File: src/rtl/decode_stage_pipe.sv
// Decode stage: register file with write-first bypass, three forwarded read ports,
// branch-and-link write-back, and an ID/EX register with stall, flush and a stall counter.
module decode_stage_pipe #(
    parameter int unsigned DATA_W   = 18,
    parameter int unsigned PC_W     = 9,
    parameter int unsigned ADDR_W   = 5,
    parameter int unsigned NREGS    = 32,
    parameter int unsigned CTRL_W   = 16,
    parameter int unsigned LINK_REG = 29,
    parameter int unsigned CNT_W    = 16
) (
    input  logic              i_clk,
    input  logic              i_rst,
    input  logic              i_stall_d,
    input  logic              i_flush_d,
    input  logic              i_valid_d,
    input  logic [CTRL_W-1:0] i_ctrl_d,
    input  logic [DATA_W-1:0] i_imm_d,
    input  logic [ADDR_W-1:0] i_ra1_d,
    input  logic [ADDR_W-1:0] i_ra2_d,
    input  logic [ADDR_W-1:0] i_ra3_d,
    input  logic [ADDR_W-1:0] i_rd_d,
    input  logic [PC_W-1:0]   i_pc_d,
    input  logic [PC_W-1:0]   i_pcplus_d,
    input  logic              i_fwd_a,
    input  logic              i_fwd_b,
    input  logic              i_fwd_c,
    input  logic              i_we_w,
    input  logic              i_link_w,
    input  logic [ADDR_W-1:0] i_wa_w,
    input  logic [DATA_W-1:0] i_result_w,
    input  logic [PC_W-1:0]   i_pc_w,
    output logic              o_valid_e,
    output logic [CTRL_W-1:0] o_ctrl_e,
    output logic [DATA_W-1:0] o_rd1_e,
    output logic [DATA_W-1:0] o_rd2_e,
    output logic [DATA_W-1:0] o_rd3_e,
    output logic [DATA_W-1:0] o_imm_e,
    output logic [ADDR_W-1:0] o_rs1_e,
    output logic [ADDR_W-1:0] o_rs2_e,
    output logic [ADDR_W-1:0] o_rs3_e,
    output logic [ADDR_W-1:0] o_rd_e,
    output logic [PC_W-1:0]   o_pc_e,
    output logic [PC_W-1:0]   o_pcplus_e,
    output logic [PC_W-1:0]   o_link_e,
    output logic [CNT_W-1:0]  o_stall_cnt
);

    localparam logic [ADDR_W:0]   NREGS_A = (ADDR_W + 1)'(NREGS);
    localparam logic [ADDR_W-1:0] LINK_A  = ADDR_W'(LINK_REG);

    // ------------------------------------------------------------------
    // Register file
    // ------------------------------------------------------------------
    logic [DATA_W-1:0] r_regs [NREGS];
    logic [DATA_W-1:0] w_wd;
    logic              w_wa_ok;
    logic              w_we_ok;

    assign w_wd    = i_link_w ? DATA_W'(i_pc_w) : i_result_w;
    assign w_wa_ok = (i_wa_w != '0) && ({1'b0, i_wa_w} < NREGS_A);
    assign w_we_ok = i_we_w && w_wa_ok;

    always_ff @(posedge i_clk or negedge i_rst) begin
        if (!i_rst) begin
            for (int i = 0; i < NREGS; i++) begin
                r_regs[i] <= '0;
            end
        end else if (w_we_ok) begin
            r_regs[i_wa_w] <= w_wd;
        end
    end

    // ------------------------------------------------------------------
    // Read ports: external forward, then same-cycle write bypass, then array
    // ------------------------------------------------------------------
    logic [ADDR_W-1:0] w_ra  [3];
    logic [2:0]        w_fwd;
    logic [DATA_W-1:0] w_rd  [3];
    logic [PC_W-1:0]   w_link_d;

    assign w_ra[0] = i_ra1_d;
    assign w_ra[1] = i_ra2_d;
    assign w_ra[2] = i_ra3_d;
    assign w_fwd   = {i_fwd_c, i_fwd_b, i_fwd_a};

    always_comb begin
        for (int n = 0; n < 3; n++) begin
            w_rd[n] = '0;
            if (w_fwd[n]) begin
                w_rd[n] = i_result_w;
            end else if ((w_ra[n] != '0) && ({1'b0, w_ra[n]} < NREGS_A)) begin
                if (i_we_w && (i_wa_w == w_ra[n])) begin
                    w_rd[n] = w_wd;
                end else begin
                    w_rd[n] = r_regs[w_ra[n]];
                end
            end
        end
    end

    always_comb begin
        w_link_d = r_regs[LINK_REG][PC_W-1:0];
        if (i_we_w && (i_wa_w == LINK_A) && (LINK_A != '0)) begin
            w_link_d = w_wd[PC_W-1:0];
        end
    end

    // ------------------------------------------------------------------
    // ID/EX pipeline register: flush beats stall, stall beats load
    // ------------------------------------------------------------------
    logic              r_valid_e;
    logic [CTRL_W-1:0] r_ctrl_e;
    logic [DATA_W-1:0] r_rd1_e;
    logic [DATA_W-1:0] r_rd2_e;
    logic [DATA_W-1:0] r_rd3_e;
    logic [DATA_W-1:0] r_imm_e;
    logic [ADDR_W-1:0] r_rs1_e;
    logic [ADDR_W-1:0] r_rs2_e;
    logic [ADDR_W-1:0] r_rs3_e;
    logic [ADDR_W-1:0] r_rd_e;
    logic [PC_W-1:0]   r_pc_e;
    logic [PC_W-1:0]   r_pcplus_e;
    logic [PC_W-1:0]   r_link_e;

    always_ff @(posedge i_clk or negedge i_rst) begin
        if (!i_rst) begin
            r_valid_e  <= 1'b0;
            r_ctrl_e   <= '0;
            r_rd1_e    <= '0;
            r_rd2_e    <= '0;
            r_rd3_e    <= '0;
            r_imm_e    <= '0;
            r_rs1_e    <= '0;
            r_rs2_e    <= '0;
            r_rs3_e    <= '0;
            r_rd_e     <= '0;
            r_pc_e     <= '0;
            r_pcplus_e <= '0;
            r_link_e   <= '0;
        end else if (i_flush_d) begin
            r_valid_e  <= 1'b0;
            r_ctrl_e   <= '0;
            r_rd1_e    <= '0;
            r_rd2_e    <= '0;
            r_rd3_e    <= '0;
            r_imm_e    <= '0;
            r_rs1_e    <= '0;
            r_rs2_e    <= '0;
            r_rs3_e    <= '0;
            r_rd_e     <= '0;
            r_pc_e     <= '0;
            r_pcplus_e <= '0;
            r_link_e   <= '0;
        end else if (!i_stall_d) begin
            r_valid_e  <= i_valid_d;
            r_ctrl_e   <= i_valid_d ? i_ctrl_d : '0;
            r_rd1_e    <= w_rd[0];
            r_rd2_e    <= w_rd[1];
            r_rd3_e    <= w_rd[2];
            r_imm_e    <= i_imm_d;
            r_rs1_e    <= i_ra1_d;
            r_rs2_e    <= i_ra2_d;
            r_rs3_e    <= i_ra3_d;
            r_rd_e     <= i_rd_d;
            r_pc_e     <= i_pc_d;
            r_pcplus_e <= i_pcplus_d;
            r_link_e   <= w_link_d;
        end
    end

    // ------------------------------------------------------------------
    // Saturating stall counter; a flushed stall cycle is not counted
    // ------------------------------------------------------------------
    logic [CNT_W-1:0] r_stall_cnt;

    always_ff @(posedge i_clk or negedge i_rst) begin
        if (!i_rst) begin
            r_stall_cnt <= '0;
        end else if (i_stall_d && !i_flush_d && (r_stall_cnt != '1)) begin
            r_stall_cnt <= r_stall_cnt + CNT_W'(1);
        end
    end

    assign o_valid_e   = r_valid_e;
    assign o_ctrl_e    = r_ctrl_e;
    assign o_rd1_e     = r_rd1_e;
    assign o_rd2_e     = r_rd2_e;
    assign o_rd3_e     = r_rd3_e;
    assign o_imm_e     = r_imm_e;
    assign o_rs1_e     = r_rs1_e;
    assign o_rs2_e     = r_rs2_e;
    assign o_rs3_e     = r_rs3_e;
    assign o_rd_e      = r_rd_e;
    assign o_pc_e      = r_pc_e;
    assign o_pcplus_e  = r_pcplus_e;
    assign o_link_e    = r_link_e;
    assign o_stall_cnt = r_stall_cnt;

endmodule

File: config.mk
export PLATFORM = sky130hd
export DESIGN_NAME = decode_stage_pipe
export DESIGN_NICKNAME = d
export VERILOG_FILES = /design/src/rtl/decode_stage_pipe.sv
export SDC_FILE = /design/constraint.sdc
export NUM_CORES = 2
export LEC_CHECK = 0
export CORE_AREA = 2 2 415 417
export CTS_CLUSTER_DIAMETER = 120
export CTS_CLUSTER_SIZE = 24
export DETAILED_ROUTE_END_ITERATION = 12
export DIE_AREA = 0 0 417 419
export HOLD_SLACK_MARGIN = 0.12
export PLACE_DENSITY_LB_ADDON = 0.3
export SLEW_MARGIN = 5
export SYNTH_ARGS = -nofsm -noshare
export SYNTH_HDL_FRONTEND = slang
export SYNTH_SLANG_ARGS = --single-unit
File: constraint.sdc
create_clock -name i_clk -period 2.47 [get_ports i_clk]
set_clock_uncertainty 0.1 [all_clocks]
set_input_delay 0.3705 -clock i_clk [delete_from_list [all_inputs] [get_ports i_clk]]
set_output_delay 0.3705 -clock i_clk [all_outputs]
set_load 0.03 [all_outputs]
==> summary.md <==
| Metric | Value |
|---|---|
| Via count | `33194` |
| Sequential share of the synthesized area | `about 43%` |
| Vias in the first global route | `about 33000` |
| Setup_tns | `0 ps` |
| DIE AREA | `175000 sq um` |
| Multi-input logic area | `22300 sq um` |
| Post-synth EDFFs | `0` |
| FILL cells | `17345` |
| CTS root buf | `clkbuf_16` |
| CP Cell Sequence | `clkdlybuf4s50_1` |
| CP required | `around 2000 ps` |
| Dominant synthesized flop cell | `dfrtp_1` |
| Status | `finished clean` |
| Die Span Y | `419 microns` |
| Dpl cells | `6378` |
| Final Net Count | `4304` |
| I/O Pins | `266` |
| Number of pins with negative max-slew slack in the final report | `0` |
| Synth Cell Area | `roughly 42000 sq um` |
| Area Growth Syn to Fin | `22.3%` |
| DR iter-0 viols | `2835` |
| Critical path capture point type | `output pin` |
| Largest fanout on the critical path | `2` |
| Clock Latency Late Sink | `680 ps` |
| # Max-Cap Violations | `0` |
| DR pass1 iterations | `5` |
| Final HPWL DP | `roughly 120 mm` |
| Leak | `21.7 nW` |
| Row count | `152` |
| Final Setup Violations | `0` |
| Area contributors post-synth | `dfrtp_1 (43%), mux4_2 (17%), mux2i_1 (8.4%)` |
| CP max stage cell | `clkdlybuf4s50_1` |
| Final Hold Vio Count | `0` |
| Routed WL | `164 mm` |
| Synth area leader | `dfrtp_1` |
| CP top delay family | `buffers and inverters` |
| WL/cell | `25.5 microns` |
| Startpoint Class | `flop` |
| Synth warnings | `0` |
| Max VDD drop | `0.415 mV` |
| Critical Path Max Stage Delay | `between 800 and 900 ps` |
| Clk slew on worst S/H paths | `100 ps` |
| CTS tree | `yes` |
| First-pass GRT wire length | `239 mm` |
| Design Power | `0.0312 W` |
| Mapped Nets | `around 4000` |
| Fin util | `30.3%` |
| Total gr overflow | `0` |
| Buf/Inv on CP | `1` |
| Antenna violations before repair | `4` |
| Rel. slew slack | `45.1%` |
| RSZ-0062 raised after global routing | `no` |
| Core ar. | `between 150000 and 200000 sq um` |
| Cell Count, Final, Fillers Out | `about 6400` |
| Avg Cell Area, Syn | `10.8 sq um` |
| Post-route ant nets | `0` |
| Vias per std cell | `approximately 5.2` |
| Share of cells above drive strength 1 | `21.4%` |
| Period Utilization, post-route | `between 90% and 100%` |
| Reg area | `18200 sq um` |
| Initial Util | `around 25%` |
| Post-synth cell types | `55` |
| Overall routing resource usage | `18.5%` |
| Cells after synthesis | `3898` |
| Min-Delay Path Class | `input pin to flop` |
| Routability congestion estimate | `0.980` |
| Post-CTS Setup Inserts | `0` |
| Fmax achieved | `0.412 GHz` |
| Critical path class | `flop to output pin` |
| Max Root-Sink Buffers | `3` |
| Top cell type's share of synthesized area | `43.1%` |
| Cts bufs inserted | `38` |
| Commonest non-fill, non-tap cell in the layout | `dfrtp_1` |
| Yosys reg bits | `728` |
| CTS H-tree depth | `2` |
| Most frequent cells in the layout | `dfrtp_1 (728), nand2_1 (725), o21ai_0 (540)` |
| Synth async-reset ratio | `100%` |
| CTS sink cnt | `728` |
| Largest net degree at the start of global routing | `106` |
| Chip width | `417 microns` |
| Least-Margin Pin Slew | `824 ps` |
| PwrDens | `603 nW/um^2` |
| DRC violations left | `0` |
| Worst path arrival time | `1960 ps` |
| Crit path time final | `2430 ps` |
| Port Buffers | `265` |
-- logic make-up (layout without fill, tap and decap cells) --
kind of cell / count (synthesis) / in the layout / share of synthesized area, %
xor+xnor: 29 / 29 / 0.601
mux: 778 / 778 / 28.3
fa+ha+maj: 1 / 1 / 0.0296
compound gates: 937 / 937 / 13.0
simple gates: 1022 / 1022 / 10.6
other cells: 0 / 2 / 0
buf+inv: 403 / 704 / 4.37
flops: 728 / 728 / 43.1
-- registers in the layout (all words and copies together) (netlist names), 5 cells and up --
name         flops
r_regs         576
o_imm_e         18
o_rd1_e         18
o_rd2_e         18
o_rd3_e         18
o_ctrl_e        16
o_stall_cnt     16
o_link_e         9
o_pc_e           9
o_pcplus_e       9
o_rd_e           5
o_rs1_e          5
o_rs2_e          5
o_rs3_e          5
-- cell type report --
cell class / count / area share [%]
tap: 2233 / 5.41
timing repair buffer: 653 / 13.9
inverter: 1 / 0.00727
multi-input combinational: 2767 / 43.2
antenna: 2 / 0.00969
clock buffer: 40 / 1.92
sequential: 728 / 35.3
clock inverter: 10 / 0.354
-- final timing paths --
kind                                  start     endpoint  slack, ps  cells after the start
worst min register to register  r_regs[558]  r_regs[558]        340                      0
worst max-delay path            o_rd1_e[16]  o_rd1_e[16]         40                      1
max in group asynchronous             i_rst  r_regs[187]        840                      3
worst min-delay path             i_ra1_d[0]   o_rs1_e[0]        190                      4
min in group asynchronous             i_rst  r_regs[396]        250                      3
worst max register to register   r_regs[37]   o_rd3_e[1]        440                      5
-- cells in the mapped netlist, drive strengths merged, types with 7 or more instances --
| master | count |
|---|---|
| dfrtp | 728 |
| nand2 | 725 |
| o21ai | 540 |
| mux2i | 353 |
| mux4 | 324 |
| clkbuf | 228 |
| buf | 174 |
| a21oi | 108 |
| nor2 | 102 |
| mux2 | 101 |
| o22ai | 90 |
| nand3b | 57 |
| o211ai | 45 |
| nor3 | 42 |
| nand4 | 34 |
| o22a | 27 |
| a41oi | 19 |
| o211a | 18 |
| o21a | 18 |
| xor2 | 17 |
| a22o | 16 |
| nand2b | 12 |
| nor4 | 12 |
| xnor2 | 12 |
| a21o | 10 |
| a211o | 9 |
| a31oi | 9 |
| a32oi | 9 |
| o2111ai | 9 |
| o221ai | 9 |
| nand3 | 8 |
| nor2b | 7 |
-- power breakdown --
part           internal, W  switching (W)
logic              0.00412        0.00408
registers           0.0135        0.00171
clock network      0.00328        0.00443
total               0.0209         0.0102
-- stage by stage --
stage	hold WS, ps	setup WS (ps)	cell area, sq um
floorplan	-25.1	352	42200
global placement	155	-101	50400
detailed placement	157	-87.0	50400
CTS	159	2.19	51600
global route	182	32.0	51700
finish	195	40.9	51700
-- layer usage --
metal  vias up  track usage (%)  wire length (microns)
li1      14922                -                      -
met4         2             6.53                   6300
met2      1051             31.4                  80600
met1     16996             24.3                  69800
met5         -                0                     13
met3       223             1.95                   7630
-- timing repair --
item                                    4_1_cts  5_1_grt
resized for setup                            10        0
endpoints found under the setup margin       10        0
hold buffers                                  4        0
endpoints found under the hold margin       684        0
Power figures use the tool's default switching activity.
